===== config.mk =====
export PLATFORM = sky130hd
export DESIGN_NAME = pmod_in_debounce
export DESIGN_NICKNAME = d
export VERILOG_FILES = /design/src/rtl/pmod_pkg.sv /design/src/rtl/pmod_debounce_bit.sv /design/src/rtl/pmod_in_debounce.sv
export SDC_FILE = /design/constraint.sdc
export NUM_CORES = 1
export LEC_CHECK = 0
export ABC_AREA = 1
export CAP_MARGIN = 20
export CORE_AREA = 2 2 151 153
export CTS_CLUSTER_DIAMETER = 80
export DETAILED_ROUTE_END_ITERATION = 10
export DIE_AREA = 0 0 153 155
export MAX_ROUTING_LAYER = met4
export PLACE_DENSITY = 0.58
export SLEW_MARGIN = 15
export SYNTH_ARGS = -nofsm -noshare
export SYNTH_HDL_FRONTEND = slang
export SYNTH_SLANG_ARGS = --single-unit

===== constraint.sdc =====
create_clock -name clk -period 1.31 [get_ports clk]
set_input_delay 0.393 -clock clk [delete_from_list [all_inputs] [get_ports clk]]
set_output_delay 0.393 -clock clk [all_outputs]
set_load 0.005 [all_outputs]

===== src/rtl/pmod_pkg.sv =====
// Shared constants for the PMOD I/O paths.
// Also provides the helper that sizes the debounce counter.
package pmod_pkg;

  localparam int PMOD_WIDTH       = 8;
  localparam int CLK_HZ           = 100_000_000;
  localparam int DEBOUNCE_DEFAULT = CLK_HZ / 1000;

  // The counter must be able to hold DEBOUNCE_CYCLES-1.
  // Sizing it for DEBOUNCE_CYCLES+1 values keeps the width at least 1 bit.
  function automatic int cnt_width(input int cycles);
    return $clog2(cycles + 1);
  endfunction

endpackage


===== src/rtl/pmod_debounce_bit.sv =====
// One PMOD input bit: pad buffer, synchroniser chain, hold-time debounce counter,
// and registered rise/fall pulses aligned with the level change.
module pmod_debounce_bit
  import pmod_pkg::*;
#(
  parameter int   SYNC_STAGES     = 2,
  parameter int   DEBOUNCE_CYCLES = DEBOUNCE_DEFAULT,
  parameter logic RESET_VALUE     = 1'b0
) (
  input  logic clk,
  input  logic rst,
  input  logic pad,
  output logic level,
  output logic rise,
  output logic fall
);

  localparam int CW = cnt_width(DEBOUNCE_CYCLES);
  localparam logic [CW-1:0] LAST = CW'(DEBOUNCE_CYCLES - 1);

  logic                   pad_buf;
  logic [SYNC_STAGES-1:0] sync;
  logic                   s;
  logic [CW-1:0]          cnt;

  // Pad input buffer; the tools place the IBUF on the top-level port.
  assign pad_buf = pad;
  assign s       = sync[SYNC_STAGES-1];

  // A new value is accepted only after it has differed from the current level
  // for DEBOUNCE_CYCLES consecutive cycles; any return to the level restarts the count.
  always_ff @(posedge clk) begin
    if (rst) begin
      sync  <= {SYNC_STAGES{RESET_VALUE}};
      cnt   <= '0;
      level <= RESET_VALUE;
      rise  <= 1'b0;
      fall  <= 1'b0;
    end else begin
      sync <= {sync[SYNC_STAGES-2:0], pad_buf};
      rise <= 1'b0;
      fall <= 1'b0;
      if (s == level) begin
        cnt <= '0;
      end else if (cnt == LAST) begin
        level <= s;
        cnt   <= '0;
        rise  <= s;
        fall  <= ~s;
      end else begin
        cnt <= cnt + 1'b1;
      end
    end
  end

endmodule


===== src/rtl/pmod_in_debounce.sv =====
// Debounced PMOD input block: per-bit debouncers plus an acknowledged change-event
// mask with a sticky overrun flag for bits that change again before being acknowledged.
module pmod_in_debounce
  import pmod_pkg::*;
#(
  parameter int               WIDTH           = PMOD_WIDTH,
  parameter int               SYNC_STAGES     = 2,
  parameter int               DEBOUNCE_CYCLES = DEBOUNCE_DEFAULT,
  parameter logic [WIDTH-1:0] RESET_VALUE     = '0
) (
  input  logic             clk,
  input  logic             rst,
  input  logic [WIDTH-1:0] pmod_pad,
  output logic [WIDTH-1:0] pmod_in,
  output logic [WIDTH-1:0] pmod_rise,
  output logic [WIDTH-1:0] pmod_fall,
  output logic             event_valid,
  output logic [WIDTH-1:0] event_mask,
  input  logic             event_ready,
  output logic             event_overrun
);

  logic [WIDTH-1:0] chg;
  logic             ack;

  for (genvar i = 0; i < WIDTH; i++) begin : g_bit
    pmod_debounce_bit #(
      .SYNC_STAGES    (SYNC_STAGES),
      .DEBOUNCE_CYCLES(DEBOUNCE_CYCLES),
      .RESET_VALUE    (RESET_VALUE[i])
    ) u_bit (
      .clk  (clk),
      .rst  (rst),
      .pad  (pmod_pad[i]),
      .level(pmod_in[i]),
      .rise (pmod_rise[i]),
      .fall (pmod_fall[i])
    );
  end

  assign chg         = pmod_rise | pmod_fall;
  assign event_valid = |event_mask;
  assign ack         = event_valid & event_ready;

  // Changes arriving in the acknowledge cycle are kept for the next round,
  // and such a coincident change does not count as an overrun.
  always_ff @(posedge clk) begin
    if (rst) begin
      event_mask    <= '0;
      event_overrun <= 1'b0;
    end else begin
      event_mask    <= (ack ? '0 : event_mask) | chg;
      event_overrun <= ack ? 1'b0 : (event_overrun | (|(event_mask & chg)));
    end
  end

endmodule


==> metrics.yaml, run 1 <==
synthesis.nets: 1239
finalMaxSlewViolations: 0
final_core_util: 0.569
violations: "negative setup slack"
r2r-end: "g_bit[6].u_bit.cnt[2]"
ys_top_cells_by_count: "nor2_1, nand2_1, dfxtp_1"
synthMostInstantiatedCell: "nor2_1"
rows: 55
worst_pin_slew_ns: 0.351
holdPathStages: 3
fin_skew_ns: 0.0113
fp.dieW_um: 153
yosysWarnings: 0
vias: 8137
synth.avg_cell_area_um2: 7.15
drive_above_1_share: 0.399
min_period_over_period: 1.16
rrSetupSlack_ns: -0.05
grt_start_max_net_pins: 18
powerDensity_nw_per_um2: 901
clk_latency_ns: 0.43
status: "finished, violations left"
gp_congestion: 0.849
startpoint_type: "flip-flop"
synth_mux_area_frac: 0
portBuffers: 44
via_per_inst: 4.62
ys_seq_area_frac: 0.424
syn_area_um2: 8720
core_area_um2: 22200
slew_headroom: 0.765
r2r_cells: 7
path_max_fanout: 2
crit_slowest_cell: "dfxtp_2"
finalInstanceArea_um2: 12600
hold_viol_final: 0
postSynth.asyncResetShare: 0
clkTransAtPathRegs_ns: 0.07
wl_per_cell_um: 12.2
htreeDepth: 4
cts_buffers: 17
synth-simple-area-share: 0.337
r2r-start: "g_bit[6].u_bit.cnt[0]"
firstDrtPassIters: 4
rsz0062_at_grt: "yes"
cts_sinks: 185
min_period_ns: 1.52
endpoint_kind: "output pin"
worstPathRequired_ns: 0.92
synth-compound-area-share: 0.0634
synthXorXnorAreaFrac: 0.0642
final-seq-area_um2: 3810
synth_top_area_frac: 0.424
hp-start: "rst"
dp_hpwl_um: 14700
synth_ff_type: "dfxtp_1"
setup_viol: 33
crit_family: "flip-flops"
hold_path.class: "in2reg"
crit_chain: "nor2_2 -> nand4_1 -> buf_2"
synth_top_family_by_area: "simple AND/OR/NAND/NOR gates"
placed_cell_area_um2: 10700
drt_iter0_markers: 344
antenna_found_initial: 0
routed_wl_um: 21500
multi_input_area_um2: 5130
synth_edf_count: 0
grt_usage: 0.179
worstHoldEndpoint: "g_bit[3].u_bit.sync[1]"
path_buf_inv: 1
ys_types: 39
grt_pass1_vias: 7438
antennaDiodeCount: 0
max_freq_ghz: 0.656
cts_buffer_depth: 2
pin_count: 45
dp_slack_ns: -0.274
final_nets: 1484
synthAdderAreaFrac: 0.0115
overflow: 0
worstPathArrival_ns: 1.13
crit_type: "reg2out"
synthTopCellsByArea: "dfxtp_1, nor2_1, nand2_1"
antenna_left: 0
synth-seq-cells: 185
cts_hold_buffers: 0
cpPeakStageDelay_ns: 0.33
area_growth_pct: 45.0
drc: 0
ir_drop_mv: 0.801
fillers: 2022
cts-root-buf: "clkbuf_16"
grt_pass1_wl_um: 34000
cts_tree: "done"
cap_viol_max_count: 0
start_util: 0.393
timing.final.ws_setup_ns: -0.213
synth_top_cell_by_area: "dfxtp_1"
die-area_um2: 23700
synthCells: 1220
leakage_nw: 4.81
dieHeight_um: 155
-- per-stage QoR --
stage | hold slack [ns] | power [mW] | std cells | setup TNS [ns]
after floorplan | 0.388 | 5.90 | 1220 | -0.00343
after global placement | 0.394 | 6.00 | 1695 | -8.76
after detailed placement | 0.397 | 6.00 | 1695 | -10.97
after CTS | 0.322 | 11.5 | 1751 | -1.70
after global routing | 0.353 | 11.8 | 1763 | -4.95
final | 0.353 | 11.4 | 1763 | -1.27
-- flip-flops by register name (all words and copies together), names as in the netlist --
register           cells
event_mask             8
event_overrun          1
g_bit.u_bit.cnt      136
g_bit.u_bit.fall       8
g_bit.u_bit.level      8
g_bit.u_bit.rise       8
g_bit.u_bit.sync      16
-- cells in the final DEF, fill, tap and decap left out, types with 37 or more instances in the layout --
cell type,netlist,routed
a21oi_1,60,37
buf_4,25,184
buf_6,6,40
dfxtp_1,185,105
dfxtp_2,0,77
inv_1,149,135
nand2_1,254,228
nand3_1,71,58
nor2_1,256,183
nor2_2,13,52
xor2_1,43,39
-- cell type report --
type,instances,share of cell area
sequential,185,0.301
clock inverter,10,0.0111
timing repair buffer,257,0.168
multi-input combinational,850,0.406
inverter,154,0.0475
tap,285,0.0282
clock buffer,22,0.0383
-- what timing repair did --
item / in CTS / in global routing
cloned: 2 / 3
pin swaps: 12 / 68
setup endpoints to repair: 168 / 185
resized for setup: 230 / 269
buffers inserted: 22 / 13
-- how the worst max path moves through the flow --
| stage | start | cells past startpoint | endpoint |
|---|---|---|---|
| floorplan | g_bit[0].u_bit.cnt[0] | 7 | g_bit[0].u_bit.cnt[12] |
| finish | event_mask[1] | 3 | event_valid |
| detailed placement | g_bit[0].u_bit.cnt[1] | 8 | g_bit[0].u_bit.cnt[15] |
| CTS | event_mask[1] | 3 | event_valid |
| global placement | g_bit[0].u_bit.cnt[1] | 8 | g_bit[0].u_bit.cnt[15] |
| global route | event_mask[2] | 3 | event_valid |
-- worst reg2reg max path: cells and delay by family (launching register included) --
family	cells	cell delay [ns]
simple gates	3	0.23
compound gates	1	0.25
fa+ha+maj	1	0.15
buf+inv	2	0.28
flops	1	0.35
-- power breakdown --
part	internal, mW	leakage (nW)	switching (mW)
clock	3.21	0.299	2.26
sequential	5.65	1.54	0.0232
combinational	0.119	2.97	0.138
-- cells by family (layout without fill, tap and decap cells) --
kind of cell / Yosys count / in the layout
AOI/OAI and AO/OA: 99 / 99
DFF: 185 / 185
xor gates and xnor gates: 64 / 64
buffers and inverters: 189 / 443
and+or+nand+nor: 675 / 679
adders and majority gates: 8 / 8
-- per-layer routing --
| metal | global-route usage | vias to the layer above | routed length (um) |
|---|---|---|---|
| met5 | - | - | 0 |
| met4 | 0.0525 | 0 | 265 |
| met3 | 0.0368 | 17 | 656 |
| met2 | 0.299 | 100 | 10800 |
| met1 | 0.221 | 3732 | 9850 |
| li1 | - | 4288 | - |
(Power assumes the default switching activity.)
==> run 2: changes to the inputs <==
- PLACE_DENSITY: 0.58 -> not set
- PLACE_DENSITY_LB_ADDON: not set -> 0.3
==> run 2 against run 1 <==
The flow still finishes with violations (negative setup slack). Clock power grew 3%. Count of clock-buffer cells in the layout increased by 1. Die area did not move. Global-route usage up 0.32 points. Worst setup slack improved by 0.019 ns. Clock skew decreased by 0.0015 ns. Core utilization is 0.52 points higher. Combinational power is 4% higher. Non-clock buffer count increased by 8. Via count rose by 2.0%. First-iteration DRC count grew 7.0%. Sequential share of layout area fell by 0.33 points.
==> metrics.yaml, run 2 (synthesized netlist as in run 1, its figures left out) <==
grt_usage: 0.183  # +0.00325
dp_slack_ns: -0.242  # +0.0325 ns
grt_start_max_net_pins: 18  # unchanged
cts_tree: "done"
start_util: 0.393  # unchanged
placed_cell_area_um2: 10800  # +0.98%
cts-root-buf: "clkbuf_16"
crit_family: "flip-flops"
fillers: 1963  # -2.9%
antennaDiodeCount: 0  # unchanged
crit_slowest_cell: "dfxtp_2"
largest_register: "g_bit.u_bit.cnt"
powerDensity_nw_per_um2: 906  # +0.59%
wl_per_cell_um: 12.3  # +0.87%
pin_count: 45  # unchanged
grt_pass1_wl_um: 35000  # +2.8%
finalInstanceArea_um2: 12800  # +0.91%
ir_drop_mv: 0.781  # -2.5%
portBuffers: 44  # unchanged
rsz0062_at_grt: "yes"
cts_buffers: 17  # unchanged
cpPeakStageDelay_ns: 0.34  # about the same
final_common_cell: "nand2_1"
clkTransAtPathRegs_ns: 0.06  # about the same
final_nets: 1490  # +0.40%
firstDrtPassIters: 6  # +2
hp-start: "rst"
setup_tns_ns: -1.60  # -0.324 ns
drc: 0  # unchanged
htreeDepth: 4  # unchanged
worstSetupStartpoint: "event_mask[7]"
routed_wl_um: 21800  # +1.1%
drive_above_1_share: 0.405  # +0.00635
dp_hpwl_um: 14800  # +1.3%
max_freq_ghz: 0.665  # +1.2%
violations: "negative setup slack"
worstPathRequired_ns: 0.92  # about the same
min_period_ns: 1.50  # -0.0187 ns
cts_hold_buffers: 0  # unchanged
dieHeight_um: 155  # unchanged
finalMaxSlewViolations: 0  # unchanged
clk_latency_ns: 0.43  # about the same
r2r-start: "g_bit[6].u_bit.cnt[1]"
drt_iter0_markers: 368  # +7.0%
fp.dieW_um: 153  # unchanged
final_core_util: 0.574  # +0.00518
largest_reg_flops: 136  # unchanged
antenna_left: 0  # unchanged
cts_buffer_depth: 2  # unchanged
setup_viol: 39  # +18%
grt_pass1_vias: 7810  # +5.0%
p_total_mw: 11.6  # +1.5%
path_buf_inv: 1  # unchanged
startpoint_type: "flip-flop"
crit_type: "reg2out"
slew_headroom: 0.734  # -0.0314
fin_skew_ns: 0.00985  # -0.00145 ns
gp_congestion: 0.859  # +1.2%
status: "finished, violations left"
worstPathArrival_ns: 1.11  # -0.02 ns
cts_sinks: 185  # unchanged
worst_pin_slew_ns: 0.398  # +0.0469 ns
die-area_um2: 23700  # unchanged
crit_chain: "nor2_4 -> nand4_1 -> buf_2"
hold_viol_final: 0  # unchanged
leakage_nw: 4.85  # +0.97%
min_period_over_period: 1.15  # -0.0143
rows: 55  # unchanged
antenna_found_initial: 0  # unchanged
timing.final.ws_setup_ns: -0.195  # +0.0187 ns
overflow: 0  # unchanged
endpoint_kind: "output pin"
vias: 8302  # +2.0%
path_max_fanout: 2  # unchanged
reg_top3: "g_bit.u_bit.cnt (136), g_bit.u_bit.sync (16)"
core_area_um2: 22200  # unchanged
final_cell_mix: "nand2_1, buf_4, nor2_1"
cap_viol_max_count: 0  # unchanged
area_growth_pct: 46.3
hold_path.class: "in2reg"
via_per_inst: 4.70  # +1.8%
## run 2: layout make-up
type | instances | area (um2) | area share
multi-input combinational | 848 | 5110 | 0.400
clock inverter | 7 | 138 | 0.0108
tap | 285 | 357 | 0.0279
inverter | 154 | 606 | 0.0474
timing repair buffer | 265 | 2240 | 0.176
clock buffer | 23 | 508 | 0.0398
sequential | 185 | 3800 | 0.298
## run 2: power breakdown
group / internal (mW) / leakage (nW) / switching [mW]
registers: 5.64 / 1.53 / 0.0233
clock network: 3.48 / 0.317 / 2.16
logic: 0.124 / 3.01 / 0.141
## run 2: worst register-to-register path, cell delays in order (launching register included)
cell,delay [ns]
dfxtp_2,0.35
ha_4,0.15
nand3_4,0.09
inv_4,0.08
nand3_4,0.09
o21ai_4,0.20
buf_12,0.16
buf_6,0.11
nor2_2,0.03
## run 2: worst paths after layout
path                                               end  slack, ns  cells past startpoint
worst max-delay path                       event_valid      -0.19                      3
worst min-delay path            g_bit[4].u_bit.sync[1]       0.35                      3
worst max register to register  g_bit[6].u_bit.cnt[12]      -0.06                      8
worst min register to register  g_bit[0].u_bit.sync[1]       0.40                      2
## run 2: repair_timing
item / in CTS / in global routing
setup buffers: 23 / 8
setup endpoints to repair: 142 / 176
cloned: 5 / 1
resized for setup: 255 / 247
pin swaps: 25 / 63
## run 2: per-stage QoR
step                hold slack, ns  cells
CTS                          0.326   1762
global placement             0.391   1704
finish                       0.350   1767
global route                 0.361   1767
floorplan                    0.388   1220
detailed placement           0.396   1704
## run 2: layer usage
layer	GRT usage	share of wire	vias to the layer above
li1	-	-	4302
met1	0.220	0.45	3825
met2	0.312	0.49	143
met3	0.0343	0.035	32
met4	0.0569	0.019	0
met5	-	0	-
